[src/rtl/reset_conditioner.sv]
// Purpose: synchronise and debounce the reset button, stretch SoC reset, gate the heartbeat LED, count presses.
// Latency: pin edge to soc_reset change is SYNC_STAGES+DEBOUNCE_CYCLES+1 cycles; the HOLD stretch adds HOLD_CYCLES on release.
// Backpressure: none; free-running and level-based. press_count saturates at 255.
module reset_conditioner #(
    parameter int SYNC_STAGES     = 2,
    parameter int DEBOUNCE_CYCLES = 500000,
    parameter int HOLD_CYCLES     = 16,
    parameter int BLINK_CYCLES    = 50000000
) (
    input  logic       clock,
    input  logic       reset,
    input  logic       rst_n_pin,
    output logic       soc_reset,
    output logic       running,
    output logic       led,
    output logic [7:0] press_count
);

    localparam int DB_W    = (DEBOUNCE_CYCLES > 1) ? $clog2(DEBOUNCE_CYCLES) : 1;
    localparam int HOLD_W  = (HOLD_CYCLES > 1)     ? $clog2(HOLD_CYCLES)     : 1;
    localparam int BLINK_W = (BLINK_CYCLES > 1)    ? $clog2(BLINK_CYCLES)    : 1;

    localparam logic [DB_W-1:0]    DB_LAST    = DB_W'(DEBOUNCE_CYCLES - 1);
    localparam logic [HOLD_W-1:0]  HOLD_LAST  = HOLD_W'(HOLD_CYCLES - 1);
    localparam logic [BLINK_W-1:0] BLINK_LAST = BLINK_W'(BLINK_CYCLES - 1);

    typedef enum logic [1:0] {
        ST_HOLD = 2'd0,
        ST_RUN  = 2'd1,
        ST_BTN  = 2'd2
    } state_t;

    logic [SYNC_STAGES-1:0] sync_q;
    logic                   sync_n;
    logic                   stable_n;
    logic [DB_W-1:0]        db_cnt;

    state_t                 state;
    state_t                 next_state;
    logic [HOLD_W-1:0]      hold_cnt;
    logic [HOLD_W-1:0]      hold_cnt_nxt;
    logic                   armed;

    logic                   soc_reset_d;
    logic                   running_d;
    logic                   press_evt;

    logic [BLINK_W-1:0]     blink_cnt;

    // Synchroniser chain for the asynchronous button; idles at the released level.
    always_ff @(posedge clock) begin
        if (reset) begin
            sync_q <= '1;
        end else begin
            sync_q <= {sync_q[SYNC_STAGES-2:0], rst_n_pin};
        end
    end

    assign sync_n = sync_q[SYNC_STAGES-1];

    // Debounce: accept a new level only after it has persisted DEBOUNCE_CYCLES cycles.
    always_ff @(posedge clock) begin
        if (reset) begin
            stable_n <= 1'b1;
            db_cnt   <= '0;
        end else if (sync_n == stable_n) begin
            db_cnt   <= '0;
        end else if (db_cnt == DB_LAST) begin
            stable_n <= sync_n;
            db_cnt   <= '0;
        end else begin
            db_cnt   <= db_cnt + 1'b1;
        end
    end

    // FSM state register; armed marks that the first cycle after reset has elapsed.
    always_ff @(posedge clock) begin
        if (reset) begin
            state    <= ST_HOLD;
            hold_cnt <= '0;
            armed    <= 1'b0;
        end else begin
            state    <= next_state;
            hold_cnt <= hold_cnt_nxt;
            armed    <= 1'b1;
        end
    end

    // Next-state logic. HOLD does not count on the first cycle after reset, so
    // soc_reset falls HOLD_CYCLES+1 edges after the last edge reset was high.
    always_comb begin
        next_state   = state;
        hold_cnt_nxt = hold_cnt;
        case (state)
            ST_HOLD: begin
                if (!stable_n) begin
                    next_state = ST_BTN;
                end else if (!armed) begin
                    next_state = ST_HOLD;
                end else if (hold_cnt == HOLD_LAST) begin
                    next_state = ST_RUN;
                end else begin
                    hold_cnt_nxt = hold_cnt + 1'b1;
                end
            end
            ST_RUN: begin
                if (!stable_n) begin
                    next_state = ST_BTN;
                end
            end
            ST_BTN: begin
                if (stable_n) begin
                    next_state   = ST_HOLD;
                    hold_cnt_nxt = '0;
                end
            end
            default: begin
                next_state   = ST_HOLD;
                hold_cnt_nxt = '0;
            end
        endcase
    end

    // Output decode from the next state, so the registered outputs line up with the state change.
    always_comb begin
        soc_reset_d = (next_state != ST_RUN);
        running_d   = (next_state == ST_RUN);
        press_evt   = (next_state == ST_BTN) && (state != ST_BTN);
    end

    // Registered reset and status outputs.
    always_ff @(posedge clock) begin
        if (reset) begin
            soc_reset <= 1'b1;
            running   <= 1'b0;
        end else begin
            soc_reset <= soc_reset_d;
            running   <= running_d;
        end
    end

    // Saturating count of accepted button presses.
    always_ff @(posedge clock) begin
        if (reset) begin
            press_count <= 8'd0;
        end else if (press_evt && (press_count != 8'hFF)) begin
            press_count <= press_count + 8'd1;
        end
    end

    // Heartbeat: toggle every BLINK_CYCLES cycles while running, held dark otherwise.
    always_ff @(posedge clock) begin
        if (reset) begin
            blink_cnt <= '0;
            led       <= 1'b0;
        end else if (state == ST_RUN) begin
            if (blink_cnt == BLINK_LAST) begin
                blink_cnt <= '0;
                led       <= ~led;
            end else begin
                blink_cnt <= blink_cnt + 1'b1;
            end
        end else begin
            blink_cnt <= '0;
            led       <= 1'b0;
        end
    end

endmodule
[config.mk]
export PLATFORM = sky130hd
export DESIGN_NAME = reset_conditioner
export DESIGN_NICKNAME = d
export VERILOG_FILES = /design/src/rtl/reset_conditioner.sv
export SDC_FILE = /design/constraint.sdc
export NUM_CORES = 1
export LEC_CHECK = 0
export CAP_MARGIN = 10
export CORE_MARGIN = 3
export CORE_UTILIZATION = 50
export DETAILED_ROUTE_END_ITERATION = 8
export PLACE_DENSITY = 0.76
export SLEW_MARGIN = 5
export SYNTH_ARGS = -nofsm -noshare
export SYNTH_HDL_FRONTEND = slang
export SYNTH_SLANG_ARGS = --single-unit
[constraint.sdc]
create_clock -name clock -period 2.9 [get_ports clock]
set_clock_uncertainty 0.1 [all_clocks]
set_input_delay 0.58 -clock clock [delete_from_list [all_inputs] [get_ports clock]]
set_output_delay 0.58 -clock clock [all_outputs]
set_load 0.03 [all_outputs]
==> summary.md, run 1 <==
| Metric | Value |
|---|---|
| Sw Share | 0.215 |
| Post-CTS setup buffers | 0 |
| Clock buffer depth | 2 |
| Initial antenna violation count | 0 |
| Critical Path Source Type | flip-flop |
| ANT nets after route | 0 |
| Initial Utilization | 0.527 |
| PD cells | ~510 nW/µm² |
| Number of cell rows | 27 |
| Crit end category | flip-flop |
| F_max | between 400 and 500 MHz |
| Remaining Overflow, GRT | 0 |
| Final worst setup slack | slightly below 0.7 ns |
| VDD IR-drop max | ~0.35 mV |
| Critical Path AT | ~2.4 ns |
| TNS Setup | 0 ns |
| ANT cells | 0 |
| Reg2reg path depth | 5 |
| Worst slack at placement | roughly 0.64 ns |
| Final instance area | between 3000 and 4000 µm² |
| Max-cap violations | 0 |
| CTS hold repair buffers | 0 |
| Comb power frac | 0.013 |
| H-tree level count | 3 |
| Main flop type after synthesis | dfxtp_1 |
| Pins Over Slew Limit | 0 |
| Post-synthesis sequential area ratio | 0.444 |
| Routed wire per std cell | 13.3 µm |
| Port Buffers | 13 |
| Area Growth Syn to Fin | 12.8% |
| Avg Cell Area, Syn | 8.54 µm² |
| DP Area | approximately 3200 µm² |
| Internal power | roughly 1.3 mW |
| Worst slew margin | 0.525 |
| Worst Hold Class | reg -> reg |
| Worst-path clk slew | around 0.070 ns |
| Post-synth ARST share | 0 |
| Post-cts resize count | 0 |
| Mapped Cells | 348 |
| Footprint of the multi-input gates | between 1500 and 2000 µm² |
| Leakage | slightly above 1 nW |
| Clock Root Buffer | clkbuf_8 |
| Routed vias | roughly 2.5k |
| Die width | about 83 µm |
| Unrepaired setup endpoints after global routing | no |
| WHS | around 0.32 ns |
| TritonCTS clock tree | built |
| CP Max Fanout | 5 |
| Final min period | ~2.2 ns |
| Number of synthesized flops with an enable pin | 0 |
| DP HPWL | between 3 and 4 mm |
| Drt initial violations | around 130 |
| Slew @ Worst Pin | about 0.7 ns |
| Largest net degree at the start of global routing | 26 |
| Synth top cells by count | dfxtp_1, nor2_1, nand2_1 |
| Filler Cell Count | 499 |
| I/O pins | 14 |
| Distinct cells, synth | a little over 40 |
| Total wire length | between 5 and 6 mm |
| Sequential power share | 0.536 |
| Post-Syn Area | 2970 µm² |
| Die ar. | ~6900 µm² |
| Yosys top cell by area | dfxtp_1 |
| CTS buffer count | 9 |
| Vias in the first global route | ~2.4k |
| Core area | around 5600 µm² |
| WHS Path Cells | 1 |
| Die height | 83.1 µm |
| Skew-Pair Late Insertion Delay | around 0.35 ns |
| Fin util | 0.594 |
| Wire length of the first global-routing pass | 10.3 mm |
| Post-route clock period utilization | 0.762 |
| Synth warn | 0 |
| Register area | ~1300 µm² |
| Fraction of layout cells with a size suffix above 1 | 0.0765 |
| Nets@finish | between 300 and 400 |
| Final setup vio count | 0 |
| Final Hold Fails | 0 |
| Run status | complete, no violations |
| Share of the synthesized area in the top cell type | 0.444 |
| Drt drc | 0 |
| Clock share of power | 0.451 |
| Drt pass-1 iters | 4 |
| Critical path class | reg -> reg |
| Total Routing Usage GR | 0.181 |
| Synth Net Count | 355 |
| Post-DR vias/cell | 5.76 |
| Worst path required time | 3.08 ns |
| Num Clock Sinks | 66 |
| Sw Pwr | approximately 0.37 mW |
| Most frequent cell after synthesis | dfxtp_1 |
| Synth area leaders | dfxtp_1, nor2_1, xnor2_1, xor2_1, a21oi_1 |
| Synth Register Bits | 66 |
| Gp weighted congestion | 0.793 |
-- worst max-delay path: stages, from the launching register on --
cell and delay, ns:
dfxtp_1 0.38, ha_1 0.25, nand4_1 0.17, or4_2 0.77, or3_1 0.33, a21oi_1 0.14
-- logic make-up (layout without fill, tap and decap cells) --
family | count (synthesis) | count (layout) | synth area share
AO/OA/AOI/OAI | 53 | 53 | 0.104
XOR/XNOR | 31 | 31 | 0.0913
adder cells (fa/ha/maj) | 4 | 4 | 0.0168
buffers and inverters | 21 | 39 | 0.0274
flip-flops | 66 | 66 | 0.444
multiplexers | 2 | 2 | 0.00673
AND/OR/NAND/NOR | 171 | 171 | 0.309
-- flip-flops by register name, indices dropped and copies added, names as in the netlist, 2 cells and up --
name         count
state            2
blink_cnt       26
sync_q           2
db_cnt          19
press_count      8
hold_cnt         4
-- worst paths after layout --
| path | start | endpoint | slack, ns |
|---|---|---|---|
| worst max-delay path | blink_cnt[0]$_SDFF_PP0_ | blink_cnt[18]$_SDFF_PP0_ | 0.69 |
| worst min register to register | sync_q[0]$_SDFF_PP1_ | sync_q[1]$_SDFF_PP1_ | 0.32 |
| worst max register to register | blink_cnt[0]$_SDFF_PP0_ | blink_cnt[18]$_SDFF_PP0_ | 0.69 |
| worst min-delay path | sync_q[0]$_SDFF_PP1_ | sync_q[1]$_SDFF_PP1_ | 0.32 |
-- power by group through the flow --
stage / Clock (mW) / Combinational (mW) / Sequential [mW]
3_5_place_dp: 0 / 0.0224 / 0.935
6_report: 0.769 / 0.0222 / 0.914
2_1_floorplan: 0 / 0.0157 / 0.934
3_3_place_gp: 0 / 0.0216 / 0.935
4_1_cts: 0.789 / 0.0224 / 0.914
5_1_grt: 0.838 / 0.0252 / 0.914
-- final cells by class --
type / count / area share
multi-input cells: 261 / 0.468
flip-flops and latches: 66 / 0.394
clock buffers: 11 / 0.0422
repair buffers: 15 / 0.0433
clock inverters: 5 / 0.0161
inverters: 8 / 0.00896
well taps: 72 / 0.0269
-- layer usage --
metal / vias to the layer above / wire (µm) / track usage
met2: 41 / 2620 / 0.282
li1: 1283 / - / -
met5: - / 0 / 0
met3: 13 / 242 / 0.0655
met1: 1186 / 2850 / 0.228
met4: 0 / 103 / 0.0713
-- per-stage QoR --
step	std cells	power [mW]
after CTS	438	1.72
final	438	1.71
after detailed placement	422	0.957
after global placement	422	0.956
after global routing	438	1.78
after floorplan	348	0.950
-- cell usage in the layout, fill, tap and decap left out, types with 2 or more instances in the layout --
| cell type | count |
|---|---|
| nor4b_1 | 2 |
| o31ai_1 | 7 |
| nor2_1 | 43 |
| nand3_1 | 21 |
| and2_1 | 4 |
| a21oi_1 | 22 |
| clkdlybuf4s50_1 | 13 |
| buf_4 | 2 |
| clkbuf_8 | 10 |
| or4_1 | 7 |
| nor4_1 | 9 |
| ha_1 | 4 |
| nand4b_1 | 5 |
| xnor2_1 | 16 |
| mux2i_1 | 2 |
| o211ai_1 | 4 |
| dfxtp_1 | 66 |
| and3_1 | 6 |
| clkinv_2 | 3 |
| o21ai_0 | 14 |
| or2_2 | 5 |
| nor3_1 | 6 |
| inv_1 | 8 |
| nand2_1 | 28 |
| xor2_1 | 15 |
| and4_1 | 3 |
| or3_1 | 9 |
| nand4_1 | 14 |
No activity file was read; power rests on OpenSTA's default activity.
==> run 2: changes to the inputs <==
==> constraint.sdc (replaced) <==
create_clock -name clock -period 2.2 [get_ports clock]
set_clock_uncertainty 0.1 [all_clocks]
set_input_delay 0.44 -clock clock [delete_from_list [all_inputs] [get_ports clock]]
set_output_delay 0.44 -clock clock [all_outputs]
set_load 0.03 [all_outputs]
==> run 2 against run 1 <==
Against the previous run: routed wire length is 1.7% higher; non-clock buffer count is 6 higher; via count is 1.1% higher; combinational power is 41% higher; flip-flop and latch count stayed put; final cell count is 1.4% higher; design area is 2.9% higher; critical path depth is 4 lower.
==> summary.md, run 2 (synthesized netlist as in run 1, its figures left out) <==
| Metric | Value |
|---|---|
| Run status | complete, no violations |
| Max-cap violations | 0 (unchanged) |
| Comb power frac | 0.013 (about the same) |
| Largest net degree at the start of global routing | 26 (unchanged) |
| Nets@finish | 374 (+1.6%) |
| Skew-Pair Late Insertion Delay | 0.34 ns (about the same) |
| Initial antenna violation count | 0 (unchanged) |
| Die width | 83.1 µm (unchanged) |
| Slew @ Worst Pin | 0.585 ns (-0.120 ns) |
| Drt drc | 0 (unchanged) |
| Total Routing Usage GR | 0.180 (-0.000604) |
| Drt initial violations | 101 (-19%) |
| Gp weighted congestion | 0.787 (-0.69%) |
| CTS hold repair buffers | 0 (unchanged) |
| Grt met1 use | 0.228 (+0.000531) |
| Final setup vio count | 0 (unchanged) |
| Total wire length | 5.91 mm (+1.7%) |
| Drt pass-1 iters | 4 (unchanged) |
| Worst Hold End | sync_q[1]$_SDFF_PP1_ |
| Post-CTS setup buffers | 0 (unchanged) |
| Core area | 5640 µm² (unchanged) |
| PD cells | 677 nW/µm² (+33%) |
| Clock share of power | 0.471 (+0.020) |
| Leakage | 1.07 nW (+4.8%) |
| Port Buffers | 13 (unchanged) |
| WHS Path Cells | 1 (unchanged) |
| Sw Share | 0.208 (-0.00750) |
| H-tree level count | 3 (unchanged) |
| Post-Layout Cell Count | 444 (+1.4%) |
| CTS buffer count | 9 (unchanged) |
| Routed wire per std cell | 13.3 µm (+0.28%) |
| Post-DR vias/cell | 5.74 (-0.30%) |
| Post-cts resize count | 0 (unchanged) |
| Largest register FFs | 26 (unchanged) |
| TNS Setup | 0 ns (unchanged) |
| Num Clock Sinks | 66 (unchanged) |
| Buf/Inv on CP | 1 (+1) |
| WHS | 0.319 ns (+0.00136 ns) |
| Number of cell rows | 27 (unchanged) |
| Placed Cells incl. Taps | 428 (+1.4%) |
| VDD IR-drop max | 0.454 mV (+31%) |
| Initial Utilization | 0.527 (unchanged) |
| Commonest non-fill, non-tap cell in the layout | dfxtp_1 |
| ANT nets after route | 0 (unchanged) |
| CP max stage cell | clkdlybuf4s50_1 |
| Sequential power share | 0.516 (-0.020) |
| Pins Over Slew Limit | 0 (unchanged) |
| Vias in the first global route | 2,374 (+0.21%) |
| Crit-path cells | clkdlybuf4s50_1 |
| Critical Path AT | 1.51 ns (-0.88 ns) |
| Critical Path Source | press_count[3]$_SDFFE_PP0P_ |
| F_max | between 400 and 500 MHz |
| Wire length of the first global-routing pass | 10.4 mm (+0.26%) |
| Final worst setup slack | 0.154 ns (-0.535 ns) |
| Clock Root Buffer | clkbuf_8 |
| Worst-path clk slew | 0.07 ns (about the same) |
| Top Registers | blink_cnt (26), db_cnt (19), press_count (8) |
| Met3 usage in global routing | 0.0387 (-0.0268) |
| Die ar. | 6910 µm² (unchanged) |
| Critical path class | reg -> out |
| Crit end category | output port |
| Final min period | between 2 and 2.5 ns |
| CP Max Fanout | 6 (+1) |
| Clock buffer depth | 2 (unchanged) |
| Highest-count cells in the layout ignoring fill and taps | dfxtp_1, nor2_1, nand2_1 |
| Worst slack at placement | 0.106 ns (-0.537 ns) |
| Hold Crit Start | sync_q[0]$_SDFF_PP1_ |
| Reg2reg path depth | 4 (-1) |
| Post-route clock period utilization | 0.930 |
| Final Hold Fails | 0 (unchanged) |
| Internal power | 1.85 mW (+38%) |
| Worst flop-to-flop path startpoint | blink_cnt[8]$_SDFF_PP0_ |
| DP HPWL | 4.10 mm (+5.0%) |
| Worst slew margin | 0.606 (+0.0808) |
| Worst Hold Class | reg -> reg |
| I/O pins | 14 (unchanged) |
| Remaining Overflow, GRT | 0 (unchanged) |
| Unrepaired setup endpoints after global routing | no |
| CP delay by family, top | buffers and inverters |
| CP max stage delay | 0.72 ns (-0.05 ns) |
| Most flops, register | blink_cnt |
| Fraction of layout cells with a size suffix above 1 | 0.0968 (+0.0203) |
| Area Growth Syn to Fin | 16.1% |
| Gr busiest metal | met2 |
| Reg2reg setup slack | 0.17 ns (-0.52 ns) |
| Sw Pwr | 0.486 mW (+32%) |
| RR Endpoint | blink_cnt[25]$_SDFF_PP0_ |
| TritonCTS clock tree | built |
| ANT cells | 0 (unchanged) |
| Worst path required time | 1.66 ns (-1.42 ns) |
| Die height | 83.1 µm (unchanged) |
| Critical Path Source Type | flip-flop |
| Routing usage on met2 | 0.280 (-0.00219) |
| Routed vias | 2,550 (+1.1%) |
==> run 2: cell count changes in the layout (fill, tap and decap cells not counted), sizes merged <==
| cell | previous run | this run |
|---|---|---|
| buf | 2 | 8 |
| clkinv | 4 | 3 |
| bufinv | 1 | 2 |
| clkinvlp | 0 | 2 |
| clkbuf | 11 | 9 |
==> run 2: how the worst max path moves through the flow <==
stage | end | slack, ns | cells past startpoint
floorplan | blink_cnt[18]$_SDFF_PP0_ | 0.18 | 5
CTS | blink_cnt[18]$_SDFF_PP0_ | 0.1 | 5
global route | blink_cnt[25]$_SDFF_PP0_ | 0.09 | 4
global placement | blink_cnt[18]$_SDFF_PP0_ | 0.17 | 5
detailed placement | blink_cnt[25]$_SDFF_PP0_ | 0.11 | 4
finish | press_count[3] | 0.15 | 1
==> run 2: power by group through the flow <==
| stage | clock, mW | sequential, mW | combinational, mW |
|---|---|---|---|
| 2_1_floorplan | 0 | 1.23 | 0.0207 |
| 3_3_place_gp | 0 | 1.23 | 0.0310 |
| 3_5_place_dp | 0 | 1.23 | 0.0316 |
| 4_1_cts | 1.12 | 1.20 | 0.0316 |
| 5_1_grt | 1.17 | 1.20 | 0.0351 |
| 6_report | 1.10 | 1.20 | 0.0313 |
==> run 2: cell type report <==
cell class	count	area [µm²]
multi-input cells	261	1580
clock inverters	7	93.8
repair buffers	21	215
flip-flops and latches	66	1320
clock buffers	9	124
inverters	8	30.0
well taps	72	90.1
fillers	475	2190
==> run 2: metal layers <==
layer,up-vias,share of wire
li1,1290,-
met1,1186,0.48
met2,56,0.46
met3,18,0.033
met4,0,0.028
met5,-,0
==> run 2: worst reg2reg max path: stages (launching register included) <==
cell and delay (ns):
dfxtp_1 0.42, nand4_1 0.19, or4_4 0.61, or4_1 0.48
a21oi_1 0.16
==> run 2: stage by stage <==
step | util | power, mW | area, µm²
after floorplan | - | 1.25 | 2970
after global placement | 0.572 | 1.26 | 3230
after detailed placement | 0.572 | 1.26 | 3230
after CTS | 0.611 | 2.36 | 3440
after global routing | 0.612 | 2.41 | 3450
final | 0.612 | 2.34 | 3450
==> run 3: changes to the inputs <==
--- a/config.mk
+++ b/config.mk
@@ -6,10 +6,11 @@
 export NUM_CORES = 1
 export LEC_CHECK = 0
 export CAP_MARGIN = 10
-export CORE_MARGIN = 3
+export CORE_MARGIN = 1.5
 export CORE_UTILIZATION = 50
 export DETAILED_ROUTE_END_ITERATION = 8
 export PLACE_DENSITY = 0.76
+export SKIP_CTS_REPAIR_TIMING = 1
 export SLEW_MARGIN = 5
 export SYNTH_ARGS = -nofsm -noshare
 export SYNTH_HDL_FRONTEND = slang
==> constraint.sdc (replaced) <==
create_clock -name clock -period 2.2 [get_ports clock]
set_clock_uncertainty 0.1 [all_clocks]
set_input_delay 0.22 -clock clock [delete_from_list [all_inputs] [get_ports clock]]
set_output_delay 0.22 -clock clock [all_outputs]
set_load 0.03 [all_outputs]
==> run 3 against run 2 <==
Against the previous run: clock power is 28% lower; register-to-register slack better by 0.02 ns; first-iteration DRC count down 28%; design area decreased by 2.1%; die area down 7.1%; flip-flop and latch count stayed put; worst hold slack worse by 0.0084 ns; core utilization shrank 0.95 points; critical path type is now reg -> reg; largest cell class unchanged; largest power group unchanged; highest routed layer unchanged.
==> summary.md, run 3 (synthesized netlist as in run 1, its figures left out) <==
| Metric | Value |
|---|---|
| Register area | 1320 µm² (unchanged) |
| Die height | 80.1 µm (-3.6%) |
| Final worst setup slack | 0.194 ns (+0.0403 ns) |
| Highest-count cells in the layout ignoring fill and taps | dfxtp_1, nor2_1, nand2_1 |
| Slew @ Worst Pin | 0.524 ns (-0.0613 ns) |
| Filler Cell Count | 524 (+10%) |
| Commonest non-fill, non-tap cell in the layout | dfxtp_1 |
| H-tree level count | 3 (unchanged) |
| Largest register FFs | 26 (unchanged) |
| TNS Setup | 0 ns (unchanged) |
| Core area | 5610 µm² (-0.60%) |
| Max-cap violations | 0 (unchanged) |
| Run status | complete, no violations |
| Routed wire per std cell | 13.0 µm (-2.5%) |
| Final setup vio count | 0 (unchanged) |
| Buf/Inv on CP | 0 (-1) |
| Pins Over Slew Limit | 0 (unchanged) |
| Clock Root Buffer | clkbuf_8 |
| Hold Crit Start | sync_q[0]$_SDFF_PP1_ |
| Post-DR vias/cell | 5.68 (-1.0%) |
| VDD IR-drop max | 0.388 mV (-15%) |
| Most flops, register | blink_cnt |
| Nets@finish | 377 (+0.80%) |
| I/O pins | 14 (unchanged) |
| Fraction of layout cells with a size suffix above 1 | 0.0968 (unchanged) |
| Final instance area | 3380 µm² (-2.1%) |
| Unrepaired setup endpoints after global routing | no |
| DP HPWL | 4.04 mm (-1.4%) |
| Worst flop-to-flop path startpoint | blink_cnt[13]$_SDFF_PP0_ |
| Initial Utilization | 0.530 (+0.00317) |
| Worst Hold Class | reg -> reg |
| CTS buffer count | 9 (unchanged) |
| PD cells | 601 nW/µm² (-11%) |
| Leakage | 1.05 nW (-2.3%) |
| Worst slack at placement | 0.0676 ns (-0.0381 ns) |
| Routed vias | 2,524 (-1.0%) |
| DP Area | 3220 µm² (about the same) |
| Top Registers | blink_cnt (26), db_cnt (19), press_count (8) |
| Number of cell rows | 27 (unchanged) |
| Die width | 80.1 µm (-3.6%) |
| Die ar. | 6420 µm² (-7.1%) |
| Final Hold Fails | 0 (unchanged) |
| Clock buffer depth | 2 (unchanged) |
| Wire length of the first global-routing pass | 10.2 mm (-1.7%) |
| TritonCTS clock tree | built |
| F_max | 499 MHz (+2.0%) |
| Worst slew margin | 0.647 (+0.0413) |
| Crit end category | flip-flop |
| Critical path class | reg -> reg |
| Area Growth Syn to Fin | 13.6% |
| Footprint of the multi-input gates | 1580 µm² (unchanged) |
| Num Clock Sinks | 66 (unchanged) |
| Post-route clock period utilization | 0.912 (-0.0183) |
| ANT cells | 0 (unchanged) |
| Worst-path clk slew | 0.07 ns (about the same) |
| Vias in the first global route | 2,393 (+0.80%) |
| CP Max Fanout | 10 (+4) |
| Drt drc | 0 (unchanged) |
| Drt pass-1 iters | 4 (unchanged) |
| Initial antenna violation count | 0 (unchanged) |
| Crit-path cells | nand4_1 -> or4_4 -> or4_1 -> a21oi_1 |
| Skew-Pair Late Insertion Delay | 0.33 ns (about the same) |
| Critical Path Source | blink_cnt[13]$_SDFF_PP0_ |
| Gp weighted congestion | 0.843 (+7.1%) |
| CP delay by family, top | simple AND/OR/NAND/NOR gates |
| Port Buffers | 13 (unchanged) |
| Critical Path Source Type | flip-flop |
| CP max stage delay | 0.63 ns (-0.09 ns) |
| Largest net degree at the start of global routing | 26 (unchanged) |
| Drt initial violations | 73 (-28%) |
| ANT nets after route | 0 (unchanged) |
| Critical Path AT | 2.16 ns (+0.65 ns) |
| Worst path required time | 2.35 ns (+0.69 ns) |
| CP max stage cell | or4_4 |
| Final min period | 2.01 ns (-0.0403 ns) |
| Total Routing Usage GR | 0.198 (+0.0181) |
| Remaining Overflow, GRT | 0 (unchanged) |
| Total wire length | 5.76 mm (-2.5%) |
run 3: area by class of cell:
cell class | instances | share of cell area
Clock buffer | 9 | 0.0367
Multi-Input combinational cell | 261 | 0.467
Tap cell | 72 | 0.0267
Timing Repair Buffer | 24 | 0.0630
Inverter | 8 | 0.00889
Clock inverter | 4 | 0.00667
Sequential cell | 66 | 0.391
run 3: worst paths after layout:
check                             end  slack [ns]  depth (start not counted)
max          blink_cnt[25]$_SDFF_PP0_        0.19                          4
min              sync_q[1]$_SDFF_PP1_        0.31                          1
max reg2reg  blink_cnt[25]$_SDFF_PP0_        0.19                          4
min reg2reg      sync_q[1]$_SDFF_PP1_        0.31                          1
run 3: where the power goes:
part / switching (mW) / leakage [nW] / internal (mW)
Sequential: 0.00424 / 0.533 / 1.20
Combinational: 0.0164 / 0.438 / 0.0139
Clock: 0.412 / 0.0766 / 0.383
Total: 0.432 / 1.05 / 1.60
run 3: worst reg2reg max path: stages (launching register included):
cell     delay, ns
dfxtp_1       0.39
nand4_1       0.18
or4_4         0.63
or4_1         0.48
a21oi_1       0.14
run 3: per-layer routing:
layer,routed length (µm),part of all wire,track usage
met5,0,0,0
met4,106,0.018,0.0966
met3,209,0.036,0.0364
met2,2640,0.46,0.321
met1,2810,0.49,0.253
run 3: stage by stage:
stage          total power [mW]  cells   util  hold WS [ns]
6_report                   2.03    444  0.602         0.311
5_1_grt                    2.11    444  0.602         0.332
4_1_cts                    2.07    444  0.601         0.311
3_5_place_dp               1.26    431  0.575         0.296
3_3_place_gp               1.26    431  0.575         0.296
2_1_floorplan              1.25    348      -         0.224
==> RTL edit 1 (flow settings as in run 3) <==
The 3 states of `state_t` get a one-hot encoding in 3 bits.
--- a/src/rtl/reset_conditioner.sv
+++ b/src/rtl/reset_conditioner.sv
@@ -25,8 +25,8 @@
     localparam logic [BLINK_W-1:0] BLINK_LAST = BLINK_W'(BLINK_CYCLES - 1);
 
-    typedef enum logic [1:0] {
-        ST_HOLD = 2'd0,
-        ST_RUN  = 2'd1,
-        ST_BTN  = 2'd2
+    typedef enum logic [2:0] {
+        ST_HOLD = 3'b001,
+        ST_RUN  = 3'b010,
+        ST_BTN  = 3'b100
     } state_t;
 
Formal check against the unedited RTL: no difference found for any inputs over 10 cycles, from zero or initial values and one cycle with reset high; not proved beyond that.
==> RTL edit 1 against run 3 <==
  * Total power up 16%
  * Synthesized area up 5.8%
  * Non-clock buffer count up 1
  * Sequential cell count up 1
  * Cell area up 7.4%
  * Setup slack worse by 0.095 ns
  * Routed wire length up 8.4%
  * Worst hold slack better by 0.0021 ns
  * Sequential share of layout area down 2.1 points
  * Critical path type unchanged
  * Largest cell class unchanged
==> RTL edit 1: results <==
[route]
dr.first_iter.drc_count = 118
vias_per_cell = 5.86
drt_wl_total_um = 6240
dr.pass1.iters = 4

[power]
leakage_nw = 1.09
p_sw_mw = 0.482
peakVddDrop_v = 0.000307

[clock_network]
clk_path_buf_depth = 2
ctsHtreeMaxLevel = 3
clkSlewWorstSetupHoldPaths_ns = 0.07
clock_latency_ns = 0.34
root_buffer = clkbuf_8
numCtsBuffers = 9

[cells_and_area]
layout-drive-gt1-share = 0.117
largestRegisters = blink_cnt (26), db_cnt (19), press_count (8)
fill_cells = 532
fin_nets = 388

[grt]
antenna_found_initial = 0
grt_max_degree = 30
grt_pass1_vias = 2365
grt_util_all_layers = 0.197
grt_pass1_wl_um = 10300

[setup_path]
arrival_ns = 2.26
r2r_setup_slack_ns = 0.1
timing.rr.end = blink_cnt[23]$_SDFF_PP0_
critPathLaunch = blink_cnt[9]$_SDFF_PP0_
cp_max_fo = 14
ff2ff_path_depth = 4

[yosys]
yosysSeqAreaShare = 0.426
synth_adder_area_share = 0.0159
synth_common_cells = 67 x dfxtp_1, 24 x nand3_1, 24 x nor2_1, 22 x nand2_1
muxShareOfSynthArea = 0.00716
yosys_warnings = 0
post_synth_xor_area_fraction = 0.0807
yosysUniqueCellTypes = 40
synth_compound_area_frac = 0.136
synthArstFlopShare = 0
yosys-top-cells-area = dfxtp_1 43%, xnor2_1 5.0%, nand3_1 3.8%
syn-num-nets = 368

[outcome]
status = finished clean

[min_path]
worstHoldStart = sync_q[0]$_SDFF_PP1_
hp-class = register to register
whs_path_depth = 1
holdPathEnd = sync_q[1]$_SDFF_PP1_

[sta]
tightest_slew_ns = 0.440

[placed_design]
hpwl_um = 4260
gp_congestion = 0.880
port_buffers = 13
[RTL edit 1: cell count changes in the layout (fill, tap and decap cells not counted), moves of 5 or more]
| cell | delta |
|---|---|
| a21oi_1 | -6 |
| nand2_1 | -6 |
| a211oi_1 | +11 |
| or4_1 | +9 |
| nand4b_1 | -5 |
| nor2_1 | -19 |
| nor3_1 | +12 |
| o31ai_1 | +7 |
[RTL edit 1: layer usage]
metal | wire [µm] | global-route usage | vias to the layer above
met5 | 0 | 0 | -
met4 | 64 | 0.0746 | 0
met3 | 236 | 0.0495 | 6
met2 | 2930 | 0.324 | 43
met1 | 3010 | 0.246 | 1267
li1 | - | - | 1385
[RTL edit 1: kinds of logic (layout without fill, tap and decap cells)]
family,Yosys count,in the layout
mux,2,2
simple gates,166,166
xor+xnor,29,29
fa+ha+maj,4,4
compound gates,66,66
flops,67,67
buf+inv,27,52
[RTL edit 1: how the worst max path moves through the flow]
stage	end	slack [ns]	cells past startpoint
3_5_place_dp	blink_cnt[25]$_SDFF_PP0_	0.12	4
5_1_grt	blink_cnt[25]$_SDFF_PP0_	0.02	4
2_1_floorplan	blink_cnt[2]$_SDFF_PP0_	0.16	6
4_1_cts	blink_cnt[23]$_SDFF_PP0_	0.1	4
3_3_place_gp	blink_cnt[23]$_SDFF_PP0_	0.16	4
6_report	blink_cnt[23]$_SDFF_PP0_	0.1	4
[RTL edit 1: per-stage QoR]
stage	cells	hold WS, ns	power (mW)	cell area (µm²)	worst slack, ns
floorplan	361	0.224	1.27	3150	0.163
global placement	445	0.292	1.28	3400	0.164
detailed placement	445	0.298	1.28	3400	0.122
CTS	461	0.315	2.38	3630	0.0977
global route	461	0.350	2.43	3630	0.0162
finish	461	0.313	2.36	3630	0.0992
[RTL edit 1: worst max-delay path, stage by stage, from the launching register on]
cell      delay, ns
dfxtp_1        0.41
nand4_2        0.14
or4_4          0.61
or4_1          0.53
a211oi_1       0.24
[RTL edit 1: power by group through the flow]
stage | combinational, mW | sequential [mW] | clock (mW)
floorplan | 0.0185 | 1.25 | 0
global placement | 0.0306 | 1.25 | 0
detailed placement | 0.0315 | 1.25 | 0
CTS | 0.0318 | 1.22 | 1.13
global route | 0.0360 | 1.22 | 1.18
finish | 0.0315 | 1.22 | 1.11
[RTL edit 1: layout make-up]
type / count / area share
clock buffer: 13 / 0.0493
clock inverter: 3 / 0.0121
inverter: 11 / 0.0114
multi-input combinational: 267 / 0.471
sequential: 67 / 0.370
tap: 75 / 0.0259
timing repair buffer: 25 / 0.0607
==> RTL edit 2 (settings of run 3) <==
Without the edit above. Set the parameter `BLINK_CYCLES` to 200000000 (it was 50000000).
--- a/src/rtl/reset_conditioner.sv
+++ b/src/rtl/reset_conditioner.sv
@@ -6,5 +6,5 @@
     parameter int DEBOUNCE_CYCLES = 500000,
     parameter int HOLD_CYCLES     = 16,
-    parameter int BLINK_CYCLES    = 50000000
+    parameter int BLINK_CYCLES    = 200000000
 ) (
     input  logic       clock,
Behaviour: no difference found for any inputs over 10 cycles, from zero or initial values and one cycle with reset high; that may be too few to reach the edited logic, so the function may still have changed.
==> RTL edit 2 against run 3 <==
  * Total power is 6.9% higher
  * Synthesized area up 6.3%
  * Critical path depth is the same
  * Routed wire length up 6.4%
  * Critical endpoint is now led$_SDFFE_PP0P_
  * Highest routed layer unchanged
  * Sequential cell count rose by 2
  * Cell area grew 4.9%
  * Setup slack barely moved
  * Non-clock buffer count down 2
==> RTL edit 2: results <==
[placed_design]
postPlaceCellArea_um2 = 3370
dp_slack_ns = 0.200
gp_congestion = 0.870
hpwl_um = 4180
dp_cells = 438

[cells_and_area]
fin_nets = 381
instances_no_fill = 453
largestRegisters = blink_cnt (28), db_cnt (19), press_count (8)
layout-drive-gt1-share = 0.0952
seqCellArea_um2 = 1360

[yosys]
synth_compound_area_frac = 0.131
synth_adder_area_share = 0.0158
post_synth_xor_area_fraction = 0.0859
muxShareOfSynthArea = 0.00317
yosysSeqAreaShare = 0.431
syn-num-nets = 364
avgSynthCellArea_um2 = 8.85
synth_common_cells = 68 x dfxtp_1, 34 x nor2_1, 23 x nand2_1, 22 x nand3_1, 19 x xor2_1

[outcome]
status = finished clean

[grt]
global_route.usage.met1 = 0.262
grt_use_met2 = 0.315
grt_max_degree = 30
grt_util_all_layers = 0.203
grt_pass1_wl_um = 10600
grt_pass1_vias = 2363

[route]
dr.first_iter.drc_count = 203
wl_met2_um = 2860
met3_length_um = 300
drt_wl_total_um = 6130
drt-met1-wl_um = 2940

[power]
seqPwrFrac = 0.572
powerComb_mw = 0.0322
peakVddDrop_v = 0.000331
p_per_area_nw_per_um2 = 613
p_sw_mw = 0.457
leakage_nw = 1.11

[sta]
fmax_mhz = 498
hold_ws_ns = 0.315
tightest_slew_ns = 0.481

[setup_path]
critPathSlowestCell = or4_1
critPathMaxStageDelay_ns = 0.67
r2r_setup_slack_ns = 0.19

[clock_network]
root_buffer = clkbuf_8
RTL edit 2: cell count changes after synthesis, sizes merged, moves of 6 or more:
cell and change:
a211oi +11, or3 +6, nor3 +7, a21oi -11
nor2 -9
RTL edit 2: final timing paths:
check,cells after the start,start,end
worst max-delay path,4,blink_cnt[19]$_SDFF_PP0_,led$_SDFFE_PP0P_
worst min-delay path,1,sync_q[0]$_SDFF_PP1_,sync_q[1]$_SDFF_PP1_
worst min register to register,1,sync_q[0]$_SDFF_PP1_,sync_q[1]$_SDFF_PP1_
worst max register to register,4,blink_cnt[19]$_SDFF_PP0_,led$_SDFFE_PP0P_
RTL edit 2: layout make-up:
class / instances / share of cell area
clock inverter: 2 / 0.00283
multi-input combinational: 264 / 0.476
tap: 75 / 0.0265
clock buffer: 13 / 0.0449
timing repair buffer: 22 / 0.0558
inverter: 9 / 0.00954
sequential: 68 / 0.384
